[src/rtl/mem_req_adapter.sv]
// mem_req_adapter: turns a valid/ready load/store request stream into single-port RAM
// accesses (1-cycle read latency) and returns one response per request.
//
// Ports
//   clka, rstb               clock; synchronous active-high reset
//   req_*_i / req_ready_o    request channel (byte address, size 00/01/10, 11 = error)
//   rsp_*_o / rsp_ready_i    response channel (load data aligned and extended, error flag)
//   ram_*_o / ram_dout_i     RAM port: enable, write, byte-lane write mask, word address, data
//
// Build option: define ALIGN_CHK_EN to turn misaligned half/word accesses into error
// responses without a RAM access. Left undefined, low address bits are simply ignored.
module mem_req_adapter #(
  parameter int unsigned ADDR_WIDTH = 18
) (
  input  logic                  clka,
  input  logic                  rstb,
  input  logic                  req_valid_i,
  output logic                  req_ready_o,
  input  logic                  req_we_i,
  input  logic [ADDR_WIDTH-1:0] req_addr_i,
  input  logic [1:0]            req_size_i,
  input  logic                  req_unsigned_i,
  input  logic [31:0]           req_wdata_i,
  output logic                  rsp_valid_o,
  input  logic                  rsp_ready_i,
  output logic [31:0]           rsp_rdata_o,
  output logic                  rsp_err_o,
  output logic                  ram_en_o,
  output logic                  ram_we_o,
  output logic [3:0]            ram_wem_o,
  output logic [ADDR_WIDTH-3:0] ram_addr_o,
  output logic [31:0]           ram_din_o,
  input  logic [31:0]           ram_dout_i
);

  typedef enum logic [0:0] {StIdle, StResp} state_e;

  state_e      state_q, state_d;
  logic [1:0]  size_q;
  logic [1:0]  off_q;
  logic        uns_q;
  logic        we_q;
  logic        err_q;

  logic        accept;
  logic        misalign;
  logic        req_err;
  logic [3:0]  lane_wem;
  logic [31:0] lane_din;
  logic [7:0]  rd_byte;
  logic [15:0] rd_half;

  always_ff @(posedge clka) begin
    if (rstb) begin
      state_q <= StIdle;
      size_q  <= 2'b00;
      off_q   <= 2'b00;
      uns_q   <= 1'b0;
      we_q    <= 1'b0;
      err_q   <= 1'b0;
    end else begin
      state_q <= state_d;
      if (accept) begin
        size_q <= req_size_i;
        off_q  <= req_addr_i[1:0];
        uns_q  <= req_unsigned_i;
        we_q   <= req_we_i;
        err_q  <= req_err;
      end
    end
  end

`ifdef ALIGN_CHK_EN
  assign misalign = ((req_size_i == 2'b01) && req_addr_i[0]) ||
                    ((req_size_i == 2'b10) && (req_addr_i[1:0] != 2'b00));
`else
  assign misalign = 1'b0;
`endif

  assign req_err = (req_size_i == 2'b11) || misalign;

  always_comb begin
    state_d     = state_q;
    req_ready_o = 1'b0;
    unique case (state_q)
      StIdle: req_ready_o = 1'b1;
      StResp: req_ready_o = rsp_ready_i;
      default: req_ready_o = 1'b0;
    endcase
    if (rstb) req_ready_o = 1'b0;

    accept = req_valid_i && req_ready_o;

    unique case (state_q)
      StIdle: if (accept) state_d = StResp;
      // An accept in StResp implies rsp_ready_i, so the new request takes the slot.
      StResp: if (rsp_ready_i && !accept) state_d = StIdle;
      default: state_d = StIdle;
    endcase
  end

  // Store lane steering: replicate narrow data across lanes, mask selects the target.
  always_comb begin
    lane_wem = 4'b1111;
    lane_din = req_wdata_i;
    unique case (req_size_i)
      2'b00: begin
        lane_wem = 4'b0001 << req_addr_i[1:0];
        lane_din = {4{req_wdata_i[7:0]}};
      end
      2'b01: begin
        lane_wem = req_addr_i[1] ? 4'b1100 : 4'b0011;
        lane_din = {2{req_wdata_i[15:0]}};
      end
      default: begin
        lane_wem = 4'b1111;
        lane_din = req_wdata_i;
      end
    endcase
  end

  always_comb begin
    ram_en_o   = accept && !req_err;
    ram_we_o   = ram_en_o && req_we_i;
    ram_wem_o  = ram_we_o ? lane_wem : 4'b0000;
    ram_addr_o = ram_en_o ? req_addr_i[ADDR_WIDTH-1:2] : '0;
    ram_din_o  = ram_we_o ? lane_din : 32'h0;
  end

  // Read data comes straight from ram_dout_i; it holds while ram_en_o is low, which
  // keeps a stalled response stable without a data register.
  always_comb begin
    rsp_valid_o = (state_q == StResp) && !rstb;
    rsp_err_o   = rsp_valid_o && err_q;

    unique case (off_q)
      2'b00:   rd_byte = ram_dout_i[7:0];
      2'b01:   rd_byte = ram_dout_i[15:8];
      2'b10:   rd_byte = ram_dout_i[23:16];
      default: rd_byte = ram_dout_i[31:24];
    endcase
    rd_half = off_q[1] ? ram_dout_i[31:16] : ram_dout_i[15:0];

    unique case (size_q)
      2'b00:   rsp_rdata_o = {{24{!uns_q && rd_byte[7]}}, rd_byte};
      2'b01:   rsp_rdata_o = {{16{!uns_q && rd_half[15]}}, rd_half};
      default: rsp_rdata_o = ram_dout_i;
    endcase
    if (!rsp_valid_o || we_q || err_q) rsp_rdata_o = 32'h0;
  end

endmodule

[config.mk]
export PLATFORM = sky130hd
export DESIGN_NAME = mem_req_adapter
export DESIGN_NICKNAME = d
export VERILOG_FILES = /design/src/rtl/mem_req_adapter.sv
export SDC_FILE = /design/constraint.sdc
export NUM_CORES = 1
export LEC_CHECK = 0
export ABC_AREA = 1
export BUFFER_PORTS_ARGS = -buffer_cell sky130_fd_sc_hd__buf_2
export CORE_MARGIN = 2
export CORE_UTILIZATION = 34
export CTS_CLUSTER_DIAMETER = 60
export CTS_CLUSTER_SIZE = 28
export DETAILED_ROUTE_END_ITERATION = 7
export PLACE_DENSITY = 0.86
export SLEW_MARGIN = 20
export SYNTH_ARGS = -nofsm -noshare
export SYNTH_HDL_FRONTEND = slang
export SYNTH_SLANG_ARGS = --single-unit
[constraint.sdc]
create_clock -name clka -period 1.3 [get_ports clka]
set_clock_uncertainty 0.15 [all_clocks]
set_input_delay 0 -clock clka [delete_from_list [all_inputs] [get_ports clka]]
set_output_delay 0 -clock clka [all_outputs]
set_load 0.02 [all_outputs]
# Word-level counts from Yosys, hierarchy flattened
# Index checks and enable logic that the tools add are counted.
# totals
regBits	8
input_bits	90
out_inout_bits	89
word_cells	46
# op_classes
n_eq_ne	5
shift	1
n_mux	15
bitwise	1
n_reduce_logical	18
# ops
operator	n
one-hot mux 32 bit (2 select lines)	2
two-way mux 32 bit	2
two-way mux 16 bit	2
one-hot mux 8 bit (3 select lines)	1
logical AND 1 bit	8
two-way mux 4 bit	2
one-hot mux 4 bit (2 select lines)	1
== test 2 x 1 -> 1 bit, second input constant	3
logical NOT 2 bit	3
logical NOT 1 bit	5
== test 2 bit, second input constant	2
one-hot mux 1 bit (2 select lines)	2
<< shifter 1 x 2 -> 4 bit, first input constant	1
two-way mux 1 bit	3
logical OR 1 bit	2
inverter 1 bit	1

# Depth between registers and ports, before layout
# Gate-level depths: netlist (run 1).
# logic_depth
word_depth	8
ltp_mapped	10

# Least setup slack after synthesis (run 1)
# OpenSTA, ideal clock, no wires.
# synth_path
path_kind	reg-to-output
startpoint	register state_q
endpoint	output port ram_din_o[0]
t_arrival_ns	1.625
required_time_ns	1.150
path_slack_ns	-0.475
path_stages_with_launch	11
path_buffers	1
path_cell_list	dfxtp_1 -> inv_1 -> nor2_1 -> nor2_2 -> nand2_2 -> inv_2 -> nand2_4 -> nor2_4 -> inv_2 -> buf_6 -> nor2_1
# synth_via
elab_chain_len	7
# synth_lines
element	line_no	source
from (decl)	38	state_e state_q, state_d;
from (signal assigned)	55	state_q <= StIdle;
from (signal assigned)	62	state_q <= state_d;
inverter 1 bit	85	unique case (state_q)
one-hot mux 1 bit (2 select lines) (*)	85	
two-way mux 1 bit (*)	90	if (rstb) req_ready_o = 1'b0;
named net req_ready_o	18	output logic req_ready_o,
logical AND 1 bit (*)	92	accept = req_valid_i && req_ready_o;
logical AND 1 bit (*)	123	ram_en_o = accept && !req_err;
logical AND 1 bit (*)	124	ram_we_o = ram_en_o && req_we_i;
named net ram_we_o	29	output logic ram_we_o,
two-way mux 32 bit (*)	127	ram_din_o = ram_we_o ? lane_din : 32'h0;
to (decl)	32	output logic [31:0] ram_din_o,
# The timed path passes the listed nets; every way through them passes the cells marked *.

# Worst setup path after layout (run 1)
# layout_path
startpoint	register state_q
endpoint	output port ram_wem_o[0]
# layout_via
elab_chain_len	7
# layout_lines
element	line_no	source
inverter 1 bit	85	
one-hot mux 1 bit (2 select lines) (*)	85	
two-way mux 1 bit (*)	90	
logical AND 1 bit (*)	92	
logical AND 1 bit (*)	123	
logical AND 1 bit (*)	124	
two-way mux 4 bit (*)	125	ram_wem_o = ram_we_o ? lane_wem : 4'b0000;
to (decl)	30	output logic [3:0] ram_wem_o,
# Every way passes the cells marked *; elsewhere a longest branch is shown, timed or not.

==> results of run 1 <==
==> metal layers <==
layer / wire [µm] / up-vias
li1: - / 1608
met1: 4200 / 1669
met2: 6260 / 334
met3: 1470 / 80
met4: 772 / 0
met5: 0 / -
==> worst min-delay path, cell delays in order <==
cell and delay (ns):
buf_2 0.11, nor2_4 0.05, nor2_1 0.08, nor2_1 0.04
==> cell type report <==
| type | count | area [µm²] | share of cell area [%] |
|---|---|---|---|
| Clock buffer | 3 | 41.3 | 0.939 |
| Inverter | 53 | 211 | 4.81 |
| Multi-Input combinational cell | 292 | 1990 | 45.3 |
| Sequential cell | 8 | 168 | 3.81 |
| Tap cell | 70 | 87.6 | 1.99 |
| Timing Repair Buffer | 230 | 1900 | 43.1 |
==> cells by family (layout without fill, tap and decap cells) <==
| kind of cell | count (synthesis) | after routing |
|---|---|---|
| AND/OR/NAND/NOR | 205 | 207 |
| AO/OA/AOI/OAI | 85 | 85 |
| buffers and inverters | 70 | 286 |
| flip-flops | 8 | 8 |
==> path summary, 6_finish.rpt <==
kind / cells past startpoint / from / end / slack, ns
hold reg to reg: 2 / err_q$_SDFFE_PP0P_ / err_q$_SDFFE_PP0P_ / 0.39
setup / recovery: 11 / state_q$_SDFF_PP0_ / ram_wem_o[0] / -0.53
setup reg to reg: 8 / state_q$_SDFF_PP0_ / size_q[0]$_SDFFE_PP0P_ / -0.05
hold / removal: 4 / rsp_ready_i / state_q$_SDFF_PP0_ / -0.05
==> state kept, by name, indices dropped and copies added, names as in the netlist <==
register,flops
size_q,2
state_q,1
err_q,1
uns_q,1
off_q,2
we_q,1
==> placed cells by master (no fill, tap or decap), types with 3 or more instances in the layout <==
cell,n
a21oi_1,32
a21oi_2,5
buf_12,3
buf_2,96
buf_4,38
buf_6,83
clkbuf_8,3
dfxtp_1,4
dfxtp_2,3
dlygate4sd3_1,6
inv_1,41
inv_2,8
nand2_1,40
nand2_2,10
nand2_4,5
nand3_1,5
nand3_2,9
nor2_1,52
nor2_2,19
nor2_4,60
o211ai_1,7
o21ai_0,12
o21ai_1,8
o21ai_2,10
o22ai_1,8
==> per-stage QoR <==
stage          total power [mW]  setup slack (ns)
2_1_floorplan             0.987            -0.344
3_5_place_dp               1.42            -0.266
4_1_cts                    1.90            -0.419
5_1_grt                    2.29            -0.576
3_3_place_gp               1.39            -0.220
6_report                   2.19            -0.532
==> where the power goes <==
part	switching [mW]	leakage [nW]	internal [mW]
Sequential	0.0232	0.0678	0.268
Clock	0.0909	0.0216	0.200
Combinational	0.950	2.13	0.658
Total	1.06	2.22	1.13
==> timing repair <==
action	in CTS	in global routing
buffers inserted	6	12
hold endpoints to repair	6	1
gates cloned	3	1
pin swaps	11	28
setup endpoints to repair	86	95
resized for setup	151	134
==> results by group, run 1 <==
Clocking
  – Max Root-Sink Buffers: 2
  – Clk slew on worst S/H paths: 0.04 ns
  – Root buffer cell: clkbuf_8
  – Clk Latency, worst-skew pair: 0.22 ns
  – Cts hold-fix bufs: 6
  – CTS tree: built
  – Num CTS Buffers: 3
  – CTS HTree Levels: 1
  – CTS sink count: 8

Setup path
  – Worst path required time: between 1 and 1.5 ns
  – WP data arrival: 1.68 ns
  – Startpoint type of the worst setup path: flop
  – Cell Chain, Critical Path: inv_2 -> nor2_4 -> nor2_4 -> nand2_2 -> inv_2 -> nand2_4 -> nor2_4 -> inv_4 -> buf_12 -> nor2_4 -> buf_6
  – Buffers and inverters on the worst path: 5
  – Crit Path Class: flop to output port
  – Max incr delay on CP: 0.31 ns
  – Most used cell, CP: nor2_4
  – CP top delay family: simple AND/OR/NAND/NOR gates
  – Crit-path max FO: 7
  – Slowest-stage cell, CP: dfxtp_2
  – Crit end category: output port

Power
  – PwrDens: around 500 nW/µm²
  – Peak supply drop: 375 µV
  – Pleak: approximately 2.2 nW

Timing
  – Fmax: between 500 and 600 MHz
  – RSZ-0062 raised after global routing: true
  – Fin worst setup slack: -0.532 ns
  – Minimum clock period: 1.83 ns
  – Post-route clock period utilization: 141%
  – Fin Hold WS: -0.0523 ns
  – Max Slew Vio Count: 0
  – Hold Fails Final Rpt: 1
  – Setup TNS Final: -38.67 ns
  – Slew margin rel.: 77.9%
  – Actual slew at the worst max-slew pin: 0.329 ns
  – Final Setup Violations: 90

Placed design
  – GPL Wtd Cong: 0.998
  – Placed Instances: 628
  – DP Area: ~3200 µm²
  – Hpwl dp: 7050 µm
  – Port buffer count: 178

Layout
  – Area delta synth->final: 138%
  – Post-route cell area: 4400 µm²
  – Final Instance Count excl. Fillers: ~660
  – Inserted Diodes: 0
  – Fill cells: 289
  – Nets@finish: 678
  – Final core utilization: a little over four fifths
  – Layout cells sized above 1: 62.5%

Global route
  – Met1 usage: 34.4%
  – First-pass GRT wire length: 16200 µm
  – Vias in the first global route: around 3400
  – Grt met2 use: 60.3%
  – Global Route met3 Usage: 7.44%
  – Largest net degree at the start of global routing: 19
  – Total grt overflow: 0
  – Initial antenna violation count: 0
  – GRT Resource Usage Total: 33.0%
  – GR peak layer: met2

Synthesis
  – Synth area leader: nor2_1
  – Prevailing post-synth register cell: dfxtp_1
  – EDFF count, synth: 0
  – Post-Syn Nets: 458
  – Cell Area, Synth: 1850 µm²
  – Post-synthesis mux area share: 0%
  – Area contributors post-synth: nor2_1, nand2_1, a21oi_1, inv_1, dfxtp_1
  – Yosys reg bits: 8
  – Simple-gate share of the synthesized area: between 40% and 50%
  – Avg Inst Size Synth: 5.03 µm²
  – Mapped Cells: 368
  – Synth cell types: 29
  – Yosys top cell area share: 23.1%
  – Compound-Gate Fraction of Synth Area: 24.7%
  – XOR/XNOR Fraction of Synth Area: 0%
  – YS warnings: 0
  – Most frequent cells after synthesis: nor2_1, nand2_1, inv_1, a21oi_1, o21ai_0
  – Adder-Cell Fraction of Synth Area: 0%
  – Sequential area share after synthesis: 8.65%
  – Async S/R FF share, synth: 0%
  – Largest family of logic cells by synthesized area: simple AND/OR/NAND/NOR gates
  – Most common cell in the netlist: nor2_1

Die
  – Die area: 6050 µm²
  – Core box area: about 5200 µm²
  – Initial Util: 35.8%
  – FP Rows: 26
  – Die X: 77.8 µm
  – Overall die height: 77.8 µm
  – I/O Pins: 179

Drt
  – Routed WL: roughly 13000 µm
  – Via density: 5.63
  – Drt wl/cell: 19.4 µm
  – DR iter-0 viols: 282
  – ANT nets after route: 0
  – First-pass DRT Iterations: 7
  – DR vias: 3691
  – DRC viols: 0

Flow run
  – Max_cap viols: 0

Outcome
  – Status: complete, but fails checks
  – Failing checks: hold timing, setup timing

Hold path
  – Min-Delay Path Class: primary input to flop
Power figures use the tool's default switching activity.
==> inputs of run 2 (changes only) <==
==> constraint.sdc (replaced) <==
create_clock -name clka -period 1.6 [get_ports clka]
set_clock_uncertainty 0.15 [all_clocks]
set_input_delay 0 -clock clka [delete_from_list [all_inputs] [get_ports clka]]
set_output_delay 0 -clock clka [all_outputs]
set_load 0.02 [all_outputs]
==> results by group, run 2 (synthesized netlist as in run 1, its figures left out) <==
Outcome
  – Status: complete, but fails checks
  – Failing checks: hold timing, setup timing

Layout
  – Layout cells sized above 1: 60.2% (-2.3 points)
  – Commonest non-fill, non-tap cells in the layout: buf_2, nor2_1, buf_6
  – Final Instance Count excl. Fillers: 640 (-2.4%)
  – Area delta synth->final: 119%
  – Seq. cell area: 171 µm² (+2.2%)
  – Inserted Diodes: 0 (unchanged)
  – Fill cells: 326 (+13%)
  – Commonest non-fill, non-tap cell in the layout: buf_2
  – Biggest regs: off_q: 2 flops, size_q: 2 flops
  – Post-route cell area: 4050 µm² (-7.9%)
  – Multi-input gate area: 1920 µm² (-3.5%)
  – Nets@finish: 662 (-2.4%)

Timing
  – Fin worst setup slack: -0.197 ns (+0.335 ns)
  – Fin Hold WS: -0.0331 ns (+0.0191 ns)
  – Post-route clock period utilization: 112%
  – Minimum clock period: 1.80 ns
  – Fmax: 556 MHz
  – Max Slew Vio Count: 0 (unchanged)
  – Final Setup Violations: 66 (-27%)
  – Hold Fails Final Rpt: 2 (+1)
  – Slew margin rel.: 75.6% (-2.4 points)
  – RSZ-0062 raised after global routing: true
  – Setup TNS Final: -7.14 ns (+31.54 ns)
  – Actual slew at the worst max-slew pin: 0.365 ns (+0.0362 ns)

Power
  – Tot Pwr: 1.68 mW (-23%)
  – Peak supply drop: 254 µV (-32%)
  – Pleak: 2.13 nW (-3.9%)
  – PwrDens: 416 nW/µm² (-17%)

Die
  – Die area: 6050 µm² (unchanged)
  – Initial Util: 35.8% (unchanged)
  – I/O Pins: 179 (unchanged)
  – FP Rows: 26 (unchanged)
  – Overall die height: 77.8 µm (unchanged)
  – Core box area: 5170 µm² (unchanged)
  – Die X: 77.8 µm (unchanged)

Drt
  – ANT nets after route: 0 (unchanged)
  – DR vias: 3497 (-5.3%)
  – Via density: 5.46 (-2.9%)
  – DRC viols: 0 (unchanged)
  – Routed WL: 10900 µm (-14%)
  – First-pass DRT Iterations: 7 (unchanged)
  – DR iter-0 viols: 264 (-6.4%)
  – Drt wl/cell: 17.0 µm (-12%)

Setup path
  – R2R depth: 5 (-3)
  – Crit Path Class: flop to output port
  – Crit-path max FO: 6 (-1)
  – Crit end category: output port
  – Worst path required time: 1.45 ns (+0.30 ns)
  – Startpoint type of the worst setup path: flop
  – WP data arrival: 1.65 ns (-0.03 ns)
  – R2r endpoint: state_q$_SDFF_PP0_
  – Worst r2r src: state_q$_SDFF_PP0_
  – R2r setup slk: 0.14 ns (+0.19 ns)

Placed design
  – Hpwl dp: 6340 µm (-10%)
  – Worst slack, placed: -0.00631 ns (+0.259 ns)
  – GPL Wtd Cong: 0.865 (-13%)
  – Placed Instances: 617 (-1.8%)
  – DP Area: 3020 µm² (-6.8%)
  – Port buffer count: 178 (unchanged)

Global route
  – GRT Resource Usage Total: 28.9% (-4.1 points)
  – First-pass GRT wire length: 14400 µm (-11%)
  – GR peak layer: met2
  – Largest net degree at the start of global routing: 21 (+2)
  – Initial antenna violation count: 0 (unchanged)
  – Vias in the first global route: 3163 (-7.0%)
  – Met1 usage: 30.6% (-3.8 points)
  – Global Route met3 Usage: 4.53% (-2.9 points)
  – Total grt overflow: 0 (unchanged)
  – Grt met2 use: 54.5% (-5.9 points)

Hold path
  – Worst Hold End: size_q[1]$_SDFFE_PP0P_
  – Min-Delay Path Class: primary input to flop
  – Hold Path Depth: 3 (-1)
  – Worst hold start: req_size_i[1]

Clocking
  – Max Root-Sink Buffers: 2 (unchanged)
  – CTS sink count: 8 (unchanged)
  – Num CTS Buffers: 3 (unchanged)
  – Clk slew on worst S/H paths: 0.04 ns (about the same)
  – Clk Latency, worst-skew pair: 0.22 ns (about the same)
  – Cts hold-fix bufs: 7 (+1)
  – Root buffer cell: clkbuf_8
  – CTS HTree Levels: 1 (unchanged)
  – CTS tree: built

Flow run
  – Max_cap viols: 0 (unchanged)
## run 2: worst max-delay path, cell delays in order (launching register included)
cell and delay (ns):
dfxtp_4 0.40, buf_8 0.14, buf_6 0.11, buf_8 0.13, nand2_4 0.06, a21oi_2 0.18
a21oi_1 0.08, a21oi_1 0.16, buf_4 0.16
## run 2: where the power goes
part / switching [mW] / leakage [nW] / internal [mW]
sequential: 0.0203 / 0.0683 / 0.217
combinational: 0.727 / 2.04 / 0.482
clock: 0.0751 / 0.0216 / 0.163
total: 0.822 / 2.13 / 0.862
## run 2: timing repair
action                                  4_1_cts  5_1_grt
gates resized for setup                     132      125
endpoints found under the setup margin       74       84
cloned                                        4        2
endpoints found under the hold margin         8        2
setup buffers                                 5        3
pin swaps                                    16       45
## run 2: cell type report
| cell class | instances | area share [%] |
|---|---|---|
| multi-input cells | 292 | 47.5 |
| repair buffers | 214 | 39.9 |
| inverters | 53 | 5.22 |
| flip-flops and latches | 8 | 4.23 |
| well taps | 70 | 2.16 |
| clock buffers | 3 | 1.02 |
## run 2: how the worst max path moves through the flow
stage | start | end | slack, ns
after floorplan | state_q$_SDFF_PP0_ | rsp_rdata_o[21] | -0.05
after global placement | state_q$_SDFF_PP0_ | ram_wem_o[1] | 0.05
after detailed placement | state_q$_SDFF_PP0_ | ram_wem_o[1] | -0.006
after CTS | state_q$_SDFF_PP0_ | ram_din_o[4] | -0.16
after global routing | off_q[1]$_SDFFE_PP0P_ | rsp_rdata_o[2] | -0.24
final | off_q[1]$_SDFFE_PP0P_ | rsp_rdata_o[0] | -0.20
## run 2: layer usage
metal / wire [µm] / vias to the layer above
li1: - / 1571
met1: 3540 / 1543
met2: 5520 / 301
met3: 1120 / 82
met4: 710 / 0
met5: 0 / -
## run 2: stage by stage
stage	utilization, %	hold slack, ns
5_1_grt	78.3	-0.0146
4_1_cts	68.9	-0.0500
3_5_place_dp	58.4	0.140
3_3_place_gp	58.4	0.0916
2_1_floorplan	-	-0.0306
6_report	78.3	-0.0331
==> inputs of run 3 (changes only) <==
--- a/config.mk
+++ b/config.mk
@@ -13,6 +13,7 @@
 export CTS_CLUSTER_SIZE = 28
 export DETAILED_ROUTE_END_ITERATION = 7
 export PLACE_DENSITY = 0.86
+export SETUP_SLACK_MARGIN = 0.3
 export SLEW_MARGIN = 20
 export SYNTH_ARGS = -nofsm -noshare
 export SYNTH_HDL_FRONTEND = slang
==> results by group, run 3 (synthesized netlist as in run 1, its figures left out) <==
Layout
  – Inserted Diodes: 0 (unchanged)
  – Commonest non-fill, non-tap cells in the layout: buf_2, nor2_1, buf_6
  – Seq. cell area: 169 µm² (-1.5%)
  – Multi-input gate area: 1840 µm² (-4.1%)
  – Layout cells sized above 1: 56.3% (-3.9 points)
  – Final Instance Count excl. Fillers: 644 (+0.63%)
  – Nets@finish: 666 (+0.60%)
  – Commonest non-fill, non-tap cell in the layout: buf_2
  – Biggest regs: off_q: 2 flops, size_q: 2 flops
  – Area delta synth->final: 117%
  – Fill cells: 352 (+8.0%)

Drt
  – DRC viols: 0 (unchanged)
  – DR vias: 3389 (-3.1%)
  – Via density: 5.26 (-3.7%)
  – First-pass DRT Iterations: 5 (-2)
  – DR iter-0 viols: 257 (-2.7%)
  – Drt wl/cell: 15.7 µm (-7.4%)
  – ANT nets after route: 0 (unchanged)
  – Routed WL: 10100 µm (-6.9%)

Setup path
  – Crit end category: output port
  – Startpoint type of the worst setup path: flop
  – WP data arrival: 1.57 ns (-0.08 ns)
  – Crit-path max FO: 3 (-3)
  – Crit Path Class: flop to output port
  – Worst path required time: 1.45 ns (about the same)

Clocking
  – Root buffer cell: clkbuf_8
  – Max Root-Sink Buffers: 2 (unchanged)
  – CTS HTree Levels: 1 (unchanged)
  – Clk Latency, worst-skew pair: 0.23 ns (about the same)
  – Cts hold-fix bufs: 7 (unchanged)
  – Clk slew on worst S/H paths: 0.04 ns (about the same)
  – CTS sink count: 8 (unchanged)
  – CTS tree: built
  – Num CTS Buffers: 3 (unchanged)

Timing
  – Post-route clock period utilization: 108% (-4.6 points)
  – Fmax: 580 MHz (+4.3%)
  – Actual slew at the worst max-slew pin: 0.450 ns (+0.0848 ns)
  – Hold Fails Final Rpt: 1 (-1)
  – RSZ-0062 raised after global routing: true
  – Slew margin rel.: 70.0% (-5.6 points)
  – Fin worst setup slack: -0.124 ns (+0.0735 ns)
  – Max Slew Vio Count: 0 (unchanged)
  – Fin Hold WS: -0.0873 ns (-0.0541 ns)
  – Final Setup Violations: 78 (+18%)
  – Setup TNS Final: -5.19 ns (+1.95 ns)
  – Minimum clock period: 1.72 ns (-0.0735 ns)

Die
  – Core box area: 5170 µm² (unchanged)
  – Die X: 77.8 µm (unchanged)
  – FP Rows: 26 (unchanged)
  – Die area: 6050 µm² (unchanged)
  – Overall die height: 77.8 µm (unchanged)
  – I/O Pins: 179 (unchanged)
  – Initial Util: 35.8% (unchanged)

Global route
  – GRT Resource Usage Total: 29.3% (+0.31 points)
  – Vias in the first global route: 3178 (+0.47%)
  – First-pass GRT wire length: 14600 µm (+1.1%)
  – Total grt overflow: 0 (unchanged)
  – Largest net degree at the start of global routing: 19 (-9.5%)
  – Initial antenna violation count: 0 (unchanged)

Placed design
  – Port buffer count: 178 (unchanged)
  – Worst slack, placed: -0.0783 ns (-0.0720 ns)
  – GPL Wtd Cong: 0.875 (+1.2%)
  – Placed Instances: 619 (+0.32%)
  – Hpwl dp: 6490 µm (+2.2%)

Flow run
  – Max_cap viols: 0 (unchanged)

Power
  – Tot Pwr: 1.61 mW (-4.3%)
  – Peak supply drop: 268 µV (+5.5%)
  – PwrDens: 401 nW/µm² (-3.6%)
  – Pleak: 2.09 nW (-2.1%)

Outcome
  – Failing checks: hold timing, setup timing
  – Status: complete, but fails checks

Hold path
  – Min-Delay Path Class: primary input to flop
run 3: cell types whose count changed in the layout (fill, tap and decap cells not counted), sizes merged:
cell	before	now
buf	206	210
run 3: critical path, cell delays in order (launching register included):
cell and delay [ns]:
dfxtp_1 0.30, inv_2 0.06, nor2_2 0.05, nor2_4 0.09, nand2_2 0.08, inv_2 0.08
nand2_4 0.07, nor2_4 0.15, buf_6 0.14, o21ai_2 0.07, nor2_2 0.12, buf_6 0.13
run 3: path summary, 6_finish.rpt:
check | to | cells after the start | slack [ns] | start
worst max-delay path | ram_din_o[8] | 11 | -0.12 | state_q$_SDFF_PP0_
worst min-delay path | state_q$_SDFF_PP0_ | 4 | -0.09 | rsp_ready_i
worst max register to register | err_q$_SDFFE_PP0P_ | 10 | 0.09 | state_q$_SDFF_PP0_
worst min register to register | err_q$_SDFFE_PP0P_ | 2 | 0.33 | err_q$_SDFFE_PP0P_
run 3: repair_timing:
action | 4_1_cts | 5_1_grt
pin swaps | 6 | 12
gates cloned | 3 | 1
setup endpoints to repair | 86 | 93
buffers inserted | 5 | 6
resized for setup | 123 | 72
endpoints found under the hold margin | 7 | 1
run 3: cell type report:
cell class / count / share of cell area [%]
Sequential cell: 8 / 4.21
Multi-Input combinational cell: 292 / 45.9
Tap cell: 70 / 2.18
Clock buffer: 3 / 1.03
Inverter: 53 / 5.26
Timing Repair Buffer: 218 / 41.4
run 3: report_power, final:
group	switching [mW]	total, mW	internal (mW)
combinational	0.667	1.13	0.462
clock	0.0827	0.246	0.163
sequential	0.0195	0.236	0.216
total	0.770	1.61	0.841
run 3: metrics by stage:
stage	hold slack [ns]	cell area (µm²)	utilization (%)
global placement	0.0863	3150	60.8
global route	-0.0759	4020	77.6
floorplan	-0.0306	2130	-
detailed placement	0.0945	3150	60.8
finish	-0.0873	4020	77.6
CTS	-0.0861	3700	71.6
run 3: per-layer routing:
layer | up-vias | share of wire (%) | track usage (%)
li1 | 1591 | - | -
met1 | 1532 | 34 | 31.3
met2 | 226 | 51 | 54.1
met3 | 40 | 9.8 | 6.28
met4 | 0 | 4.8 | 13.8
met5 | - | 0 | 0
